<file path="src/rtl/cpu_ctrl_pkg.sv">
// Shared definitions for the Phase-1 hardwired control sequencer:
// FSM states, control-vector bit positions, opcode constants and IR field helpers.
package cpu_ctrl_pkg;

    typedef enum logic [2:0] {
        ST_IDLE,
        ST_T0,
        ST_T1,
        ST_T1W,
        ST_T2,
        ST_T3,
        ST_T4,
        ST_T5
    } state_t;

    typedef logic [4:0] opcode_t;
    typedef logic [3:0] reg_idx_t;

    // Register-load enables; general registers R0-R15 occupy bits [15:0].
    localparam int EN_PC_IN  = 20;
    localparam int EN_MDR_IN = 21;
    localparam int EN_IR_IN  = 23;
    localparam int EN_Z_IN   = 24;
    localparam int EN_MAR_IN = 25;
    localparam int EN_Y_IN   = 27;
    localparam int EN_INC_PC = 28;

    // Bus drivers; general registers R0-R15 occupy bits [15:0].
    localparam int BS_ZLO_OUT = 19;
    localparam int BS_PC_OUT  = 20;
    localparam int BS_MDR_OUT = 21;

    localparam opcode_t OP_NEG     = 5'd5;
    localparam opcode_t OP_NOT     = 5'd6;
    localparam opcode_t OP_ALU_MAX = 5'd15;

    function automatic opcode_t ir_opcode(input logic [31:0] ir);
        return ir[31:27];
    endfunction

    function automatic reg_idx_t ir_ra(input logic [31:0] ir);
        return ir[26:23];
    endfunction

    function automatic reg_idx_t ir_rb(input logic [31:0] ir);
        return ir[22:19];
    endfunction

    function automatic reg_idx_t ir_rc(input logic [31:0] ir);
        return ir[18:15];
    endfunction

endpackage

</file>
<file path="src/rtl/ctrl_decode.sv">
// Combinational opcode classifier: ALU function, unary/binary shape and
// undefined-opcode detection for the execute phase.
module ctrl_decode
    import cpu_ctrl_pkg::*;
(
    input  logic [4:0] opcode,
    output logic [3:0] alu_op,
    output logic       is_unary,
    output logic       is_illegal
);

    always_comb begin
        is_illegal = (opcode > OP_ALU_MAX);
        // Undefined opcodes never reach the ALU, so keep its function code quiet.
        alu_op     = is_illegal ? 4'd0 : opcode[3:0];
        is_unary   = !is_illegal && ((opcode == OP_NEG) || (opcode == OP_NOT));
    end

endmodule

</file>
<file path="src/rtl/control_sequencer.sv">
// Hardwired fetch/execute control unit for the Phase-1 datapath: one FSM state per
// clock, control outputs decoded from the state register, the IR and (in T1W) mem_rdy.
module control_sequencer
    import cpu_ctrl_pkg::*;
#(
    parameter int N_CTRL      = 32,
    parameter int MEM_TIMEOUT = 16,
    parameter int COUNT_W     = 16
) (
    input  logic               clk,
    input  logic               clr,
    input  logic               run,
    input  logic [31:0]        ir,
    input  logic               mem_rdy,
    output logic [N_CTRL-1:0]  enable,
    output logic [N_CTRL-1:0]  bus_select,
    output logic               md_read,
    output logic [3:0]         alu_op,
    output logic               illegal,
    output logic               mem_err,
    output logic [COUNT_W-1:0] instr_count
);

    localparam int               TMO_W    = (MEM_TIMEOUT > 1) ? $clog2(MEM_TIMEOUT) : 1;
    localparam logic [TMO_W-1:0] TMO_LAST = TMO_W'(MEM_TIMEOUT - 1);

    state_t           state_q;
    state_t           state_d;
    state_t           end_state;
    logic [TMO_W-1:0] tmo_cnt;
    logic             retire;
    logic             timeout;

    opcode_t          opcode;
    reg_idx_t         ra;
    reg_idx_t         rb;
    reg_idx_t         rc;
    logic [3:0]       dec_alu_op;
    logic             dec_unary;
    logic             dec_illegal;
    logic             unused_ir;

    assign opcode    = ir_opcode(ir);
    assign ra        = ir_ra(ir);
    assign rb        = ir_rb(ir);
    assign rc        = ir_rc(ir);
    assign unused_ir = ^ir[14:0];

    // run is only looked at here and in IDLE; mid-instruction changes are ignored.
    assign end_state = run ? ST_T0 : ST_IDLE;

    ctrl_decode u_decode (
        .opcode     (opcode),
        .alu_op     (dec_alu_op),
        .is_unary   (dec_unary),
        .is_illegal (dec_illegal)
    );

    // NOTE: sequential state uses non-blocking assignments so every register
    // samples pre-edge values regardless of statement order.
    always_ff @(posedge clk or posedge clr) begin
        if (clr) begin
            state_q <= ST_IDLE;
        end else begin
            state_q <= state_d;
        end
    end

    always_ff @(posedge clk or posedge clr) begin
        if (clr) begin
            tmo_cnt     <= '0;
            mem_err     <= 1'b0;
            instr_count <= '0;
        end else begin
            tmo_cnt <= (state_q == ST_T1W) ? tmo_cnt + TMO_W'(1) : '0;
            if (timeout) begin
                mem_err <= 1'b1;
            end
            if (retire) begin
                instr_count <= instr_count + COUNT_W'(1);
            end
        end
    end

    // NOTE: every output of this block is given a default first, so no path
    // through the case statement can infer a latch.
    always_comb begin
        state_d    = state_q;
        enable     = '0;
        bus_select = '0;
        md_read    = 1'b0;
        alu_op     = 4'd0;
        illegal    = 1'b0;
        retire     = 1'b0;
        timeout    = 1'b0;

        case (state_q)
            ST_IDLE: begin
                if (run) begin
                    state_d = ST_T0;
                end
            end

            ST_T0: begin
                bus_select[BS_PC_OUT] = 1'b1;
                enable[EN_MAR_IN]     = 1'b1;
                enable[EN_INC_PC]     = 1'b1;
                enable[EN_Z_IN]       = 1'b1;
                state_d               = ST_T1;
            end

            ST_T1: begin
                bus_select[BS_ZLO_OUT] = 1'b1;
                enable[EN_PC_IN]       = 1'b1;
                md_read                = 1'b1;
                state_d                = ST_T1W;
            end

            ST_T1W: begin
                md_read           = 1'b1;
                enable[EN_MDR_IN] = mem_rdy;
                if (mem_rdy) begin
                    state_d = ST_T2;
                end else if (tmo_cnt == TMO_LAST) begin
                    timeout = 1'b1;
                    state_d = ST_IDLE;
                end
            end

            ST_T2: begin
                bus_select[BS_MDR_OUT] = 1'b1;
                enable[EN_IR_IN]       = 1'b1;
                state_d                = ST_T3;
            end

            ST_T3: begin
                if (dec_illegal) begin
                    illegal = 1'b1;
                    state_d = end_state;
                end else if (dec_unary) begin
                    bus_select[rb]  = 1'b1;
                    alu_op          = dec_alu_op;
                    enable[EN_Z_IN] = 1'b1;
                    state_d         = ST_T4;
                end else begin
                    bus_select[rb]  = 1'b1;
                    enable[EN_Y_IN] = 1'b1;
                    state_d         = ST_T4;
                end
            end

            ST_T4: begin
                if (dec_unary) begin
                    bus_select[BS_ZLO_OUT] = 1'b1;
                    enable[ra]             = 1'b1;
                    retire                 = 1'b1;
                    state_d                = end_state;
                end else begin
                    bus_select[rc]  = 1'b1;
                    alu_op          = dec_alu_op;
                    enable[EN_Z_IN] = 1'b1;
                    state_d         = ST_T5;
                end
            end

            ST_T5: begin
                bus_select[BS_ZLO_OUT] = 1'b1;
                enable[ra]             = 1'b1;
                retire                 = 1'b1;
                state_d                = end_state;
            end

            default: begin
                state_d = ST_IDLE;
            end
        endcase
    end

endmodule

</file>
<file path="config.mk">
export PLATFORM = sky130hd
export DESIGN_NAME = control_sequencer
export DESIGN_NICKNAME = d
export VERILOG_FILES = /design/src/rtl/cpu_ctrl_pkg.sv /design/src/rtl/ctrl_decode.sv /design/src/rtl/control_sequencer.sv
export SDC_FILE = /design/constraint.sdc
export NUM_CORES = 1
export LEC_CHECK = 0
export BUFFER_PORTS_ARGS = -buffer_cell sky130_fd_sc_hd__clkbuf_2
export CAP_MARGIN = 0
export CORE_ASPECT_RATIO = 0.9
export CORE_MARGIN = 4
export CORE_UTILIZATION = 41
export CTS_BUF_LIST = sky130_fd_sc_hd__clkbuf_4 sky130_fd_sc_hd__clkbuf_8
export DETAILED_ROUTE_END_ITERATION = 8
export PLACE_DENSITY = 0.86
export SYNTH_ARGS = -nofsm -noshare
export SYNTH_HDL_FRONTEND = slang
export SYNTH_SLANG_ARGS = --single-unit
</file>
<file path="constraint.sdc">
create_clock -name clk -period 5.1 [get_ports clk]
set_input_delay 0.765 -clock clk [delete_from_list [all_inputs] [get_ports clk]]
set_output_delay 0.765 -clock clk [all_outputs]
set_load 0.03 [all_outputs]
</file>
# Yosys cells after proc, flatten, opt, wreduce, memory -nomap -nowiden

Cells that the tools add are included.

Register bits: 24
Bits of input ports: 36
Output and inout port bits: 87
Word-level logic and storage cells: 79

Add/sub/neg operators: 2
$lt $le $gt $ge: 7
Equal/unequal tests: 12
Muxes and demuxes: 44
Reductions and logical operators: 10

Operator list:

| operator                                                    | number |
|---|---|
| case mux 16 bit (2 select lines)                            | 2 |
| two-way mux 16 bit                                          | 3 |
| case mux 3 bit (8 select lines)                             | 1 |
| two-way mux 4 bit                                           | 5 |
| less-than comparator 4 x 6 -> 1 bit (second input constant) | 3 |
| adder 16 x 1 -> 16 bit (second input constant)              | 1 |
| two-way mux 1 bit                                           | 16 |
| two-way mux 3 bit                                           | 5 |
| demux 1 bit (select 4 bit)                                  | 3 |
| == test 3 bit (second input constant)                       | 4 |
| >= comparator 4 x 1 -> 1 bit (second input constant)        | 3 |
| case mux 1 bit (2 select lines)                             | 6 |
| == test 5 x 3 -> 1 bit (second input constant)              | 2 |
| case mux 4 bit (2 select lines)                             | 1 |
| == test 3 x 2 -> 1 bit (second input constant)              | 2 |
| case mux 1 bit (3 select lines)                             | 2 |
| > comparator 5 x 4 -> 1 bit (second input constant)         | 1 |
| adder 4 x 1 -> 4 bit (second input constant)                | 1 |
| == test 4 bit (second input constant)                       | 1 |
| logical AND 1 bit                                           | 4 |
| OR reduction 2 bit                                          | 2 |
| == test 3 x 1 -> 1 bit (second input constant)              | 1 |
| zero test 3 bit                                             | 1 |
| inequality test 3 x 2 -> 1 bit (second input constant)      | 1 |
| 4 further kinds                                             | 4 |

# Depth between registers and ports, before layout

Word-level depth: 6
Gate-level depth with buffers: 6

# Cells and area by module

From an unflattened synthesis, not the netlist that was laid out.

Cell total of the unflattened synthesis: 218
Area total of the unflattened synthesis: 1796.7 um2

By module, submodules not included:

| module            | instances | cells an instance | area an instance (um2) | seq. area each (um2) |
|---|---|---|---|---|
| control_sequencer | 1         | 211               | 1736.7                 | 600.6 |
| ctrl_decode       | 1         | 7                 | 60.1                   | 0.0 |

# Worst setup path after synthesis

Ideal clock, no wire load.

Path type: input to output
Start: input port ir[31]
End: output port enable[12]
Arrival time: 2.415 ns
Data required time: 4.335 ns
Setup slack: 1.920 ns
Stages on the path: 6
Buffers on the path: 2
Cell sequence: buf_6 > nor3b_4 > a21o_2 > buf_2 > nand4_1 > nor3_1

Cells in the longest elaborated chain, start to end: 5
Elaborated cells on any way between the ends: 8

Ends and longest elaborated chain:

| what                                                                  | RTL line                             | text |
|---|---|---|
| from (decl)                                                           | control_sequencer.sv:13              | `input logic [31:0] ir,` |
| > comparator 5 x 4 -> 1 bit or == test 5 x 3 -> 1 bit (tied branches) | ctrl_decode.sv:13, ctrl_decode.sv:16 |  |
| zero test 1 bit or logical OR 1 bit (tied branches)                   | ctrl_decode.sv:16                    | `is_unary = !is_illegal && ((opcode == OP_NEG) \|\| (opcode == OP_NOT));` |
| logical AND 1 bit *                                                   | ctrl_decode.sv:16                    |  |
| two-way mux 16 bit *                                                  | control_sequencer.sv:153             | `if (dec_unary) begin` |
| case mux 16 bit (2 select lines) *                                    | control_sequencer.sv:97              | `case (state_q)` |
| to (decl)                                                             | control_sequencer.sv:15              | `output logic [N_CTRL-1:0] enable,` |

Mark *: on every way between the ends. The rest lies on a longest branch, timed or not.

# Final worst setup path

Start: input port ir[31]
End: output port enable[0]

Same word-level chain as after synthesis.

==> PnR_summary.wiki <==
{| class="wikitable"
! Metric !! Value
|-
| Outcome || complete, no violations
|-
| Row cnt || 22
|-
| Cell at the root of the clock tree || sky130_fd_sc_hd__clkbuf_8
|-
| Antenna Violating Nets Remaining || 0
|-
| Most common cell after layout, fill and taps aside || sky130_fd_sc_hd__clkbuf_2
|-
| Antenna fix cells || 0
|-
| Gate Count Post-Synth || 220
|-
| Kind of end point of the critical path || output port
|-
| Initial standard-cell utilization of the core || 0.4384
|-
| Peak supply drop || 0.4698 mV
|-
| Clock sink total || 24
|-
| Yosys warns || 0
|-
| Overall die area || about 5600 µm²
|-
| CTS-repair resized insts || 0
|-
| Portion of the clock cycle consumed by the worst path in the final layout || 0.6162
|-
| Finish-stage setup viols || 0
|-
| Multi-input logic area || 1074 µm²
|-
| Total via count in the routed design || 1,896
|-
| Die boundary width || 78.51 µm
|-
| Clock tree skew after final layout || 0.004140 ns
|-
| Most instantiated flip-flop cell in the synthesis netlist || sky130_fd_sc_hd__dfrtp_1
|-
| RSZ-0062 raised after global routing || false
|-
| Port buffer count || 85
|-
| Sequential area share after synthesis || 0.3274
|-
| Antenna violations before repair || 0
|-
| Cell area after technology mapping || 1834 µm²
|-
| Total core area || approximately 4200 µm²
|-
| Synth Register Bits || 24
|-
| CTS hold repair buffers || 0
|-
| Crit path kind || in -> out
|-
| Detailed-router iteration count before antenna repair || 5
|-
| Max Freq || about 0.32 GHz
|-
| Global route overflow || 0
|-
| Clock-pin slew on the worst setup and hold paths || 0.08 ns
|-
| H-tree levels || 1
|-
| Post-CTS Repair Setup Buffers || 0
|-
| Final Slew Violations || 0
|-
| Share of cells above drive strength 1 || 0.3333
|-
| PwrDens || 383.9 nW/µm²
|-
| Top-level I/O count || 123
|-
| Ratio of routed vias to standard cells || 5.267
|-
| Total clock buffers created by CTS || 3
|-
| Maximum buffer depth of the clock tree || 2
|-
| Worst slew margin relative to its limit || 0.4199
|-
| Final critical path time including I/O delays and setup || between 3 and 4 ns
|-
| Number of maximum-capacitance constraint violations || 0
|-
| Remaining DRCs || 0
|-
| Cell variety after synth || 40
|-
| Hold Vio Cnt, Final || 0
|-
| Number of global-route vias before repair || roughly 1,700
|-
| Worst Setup Slack post-DPL || 1.967 ns
|-
| Drt initial violations || 74
|-
| Fill count || 375
|-
| Post-synth EDFFs || 0
|-
| Pin slew with the least headroom to its limit || 0.8691 ns
|-
| Critical path data arrival time || 2.38 ns
|-
| Synth-to-layout area growth || 23.67%
|-
| Final worst setup slack || approximately 2 ns
|-
| Startpoint kind of the worst setup timing path || input port
|-
| Kind of path behind the tightest hold check || reg -> reg
|-
| Worst endpoint required time || 4.34 ns
|-
| Detailed-placement wirelength estimate || about 3700 µm
|-
| Wire length of the first global-routing pass || 7383 µm
|-
| Maximum number of pins on one net before global-route repair || 25
|-
| Final setup TNS || 0 ns
|-
| FF+latch area || roughly 600 µm²
|-
| Final-stage net count || 339
|-
| Leading cell types in the layout, fill and taps excluded || sky130_fd_sc_hd__clkbuf_2 (85), sky130_fd_sc_hd__nor2_1 (24), sky130_fd_sc_hd__dfrtp_1 (24)
|-
| Clock latency at the later pin of the worst-skew pair || between 0.2 and 0.3 ns
|-
| Asr flop ratio synth || 1.000
|-
| TritonCTS clock tree || done
|-
| Final RePlAce weighted congestion || around 0.84
|-
| Largest fanout on the critical path || 9
|-
| Average cell area after synthesis || roughly 8.3 µm²
|-
| Mean routed wirelength per cell || 13.25 µm
|-
| Global routing usage summed across all routing layers || 0.1587
|-
| Wire length after detailed routing || approximately 4800 µm
|-
| Die height || 71.46 µm
|-
| Leak || 1.183 nW
|}
metal layers:
layer	vias up	track usage	part of all wire	wire length [µm]
li1	889	-	-	-
met1	889	0.1944	0.39	1871
met2	102	0.2865	0.51	2443
met3	16	0.02513	0.075	357
met4	0	0.04660	0.020	97
met5	-	0	0	0
cell usage after synthesis (2+ instances only):
cell	number	area (µm²)
sky130_fd_sc_hd__xnor2_1	9	78.83
sky130_fd_sc_hd__nand4_1	8	50.05
sky130_fd_sc_hd__nand2b_1	8	50.05
sky130_fd_sc_hd__or2_2	3	18.77
sky130_fd_sc_hd__ha_1	2	25.02
sky130_fd_sc_hd__o21ai_0	4	20.02
sky130_fd_sc_hd__buf_4	25	187.7
sky130_fd_sc_hd__and2_1	5	31.28
sky130_fd_sc_hd__dfrtp_1	24	600.6
sky130_fd_sc_hd__buf_2	2	10.01
sky130_fd_sc_hd__and3_1	6	37.54
sky130_fd_sc_hd__nand2_1	16	60.06
sky130_fd_sc_hd__nor4_1	3	18.77
sky130_fd_sc_hd__a21oi_1	6	30.03
sky130_fd_sc_hd__or3_1	2	12.51
sky130_fd_sc_hd__nand4b_1	3	26.28
sky130_fd_sc_hd__nand3_1	8	40.04
sky130_fd_sc_hd__clkbuf_1	2	7.510
sky130_fd_sc_hd__o22ai_1	16	100.1
sky130_fd_sc_hd__nor3_1	11	55.05
sky130_fd_sc_hd__inv_1	6	22.52
sky130_fd_sc_hd__xor2_1	8	70.07
sky130_fd_sc_hd__nand3b_1	3	22.52
sky130_fd_sc_hd__nor2_1	24	90.09
layout make-up:
| cell class | count | share of cell area |
|---|---|---|
| Clock buffer | 3 | 0.01820 |
| Clock inverter | 1 | 0.01324 |
| Inverter | 6 | 0.009928 |
| Multi-Input combinational cell | 181 | 0.4732 |
| Sequential cell | 24 | 0.2648 |
| Tap cell | 60 | 0.03309 |
| Timing Repair Buffer | 85 | 0.1875 |
critical path, cell delays in order:
cell	delay [ns]
sky130_fd_sc_hd__clkbuf_2	0.15
sky130_fd_sc_hd__nor3b_4	0.41
sky130_fd_sc_hd__a21oi_4	0.17
sky130_fd_sc_hd__or4_4	0.54
sky130_fd_sc_hd__nor3_2	0.11
sky130_fd_sc_hd__clkbuf_2	0.22
final timing paths:
path | start | end | slack (ns) | cells after the start
worst min register to register | tmo_cnt[0] | tmo_cnt[0] | 0.47 | 1
max in group asynchronous | clr | instr_count[6] | 3.92 | 2
worst min-delay path | tmo_cnt[0] | tmo_cnt[0] | 0.47 | 1
worst max register to register | state_q[2] | instr_count[9] | 3.43 | 4
worst max-delay path | ir[31] | enable[0] | 1.96 | 6
min in group asynchronous | clr | tmo_cnt[3] | 0.65 | 2
power by group:
group | leakage, nW | internal, mW | switching (mW) | total (mW)
combinational | 0.825 | 0.117 | 0.296 | 0.414
sequential | 0.323 | 0.223 | 0.0691 | 0.292
clock | 0.0357 | 0.105 | 0.0597 | 0.165
total | 1.18 | 0.446 | 0.425 | 0.871
logic make-up after synthesis:
logic type | synth area share
other | 0.002044
XOR/XNOR | 0.09005
AND/OR/NAND/NOR | 0.3111
adder cells (fa/ha/maj) | 0.01364
buffers and inverters | 0.1303
multiplexers | 0.01160
flip-flops | 0.3274
AO/OA/AOI/OAI | 0.1139
state kept, by name, summed over array words and instances, names as in the netlist:
register	count
instr_count	16
mem_err	1
state_q	3
tmo_cnt	4
per-stage QoR:
| stage | hold WS (ns) | util | instance area (µm²) | cells | total power [mW] |
|---|---|---|---|---|---|
| finish | 0.4651 | 0.5422 | 2268 | 360 | 0.8709 |
| global route | 0.4905 | 0.5422 | 2268 | 360 | 0.9200 |
| CTS | 0.4709 | 0.5422 | 2268 | 360 | 0.8708 |
| detailed placement | 0.4594 | 0.5251 | 2197 | 356 | 0.7065 |
| global placement | 0.4530 | 0.5251 | 2197 | 356 | 0.6986 |
| floorplan | 0.4331 | - | 1913 | 241 | 0.6191 |
Note: power is estimated with default switching activity, not from simulation.
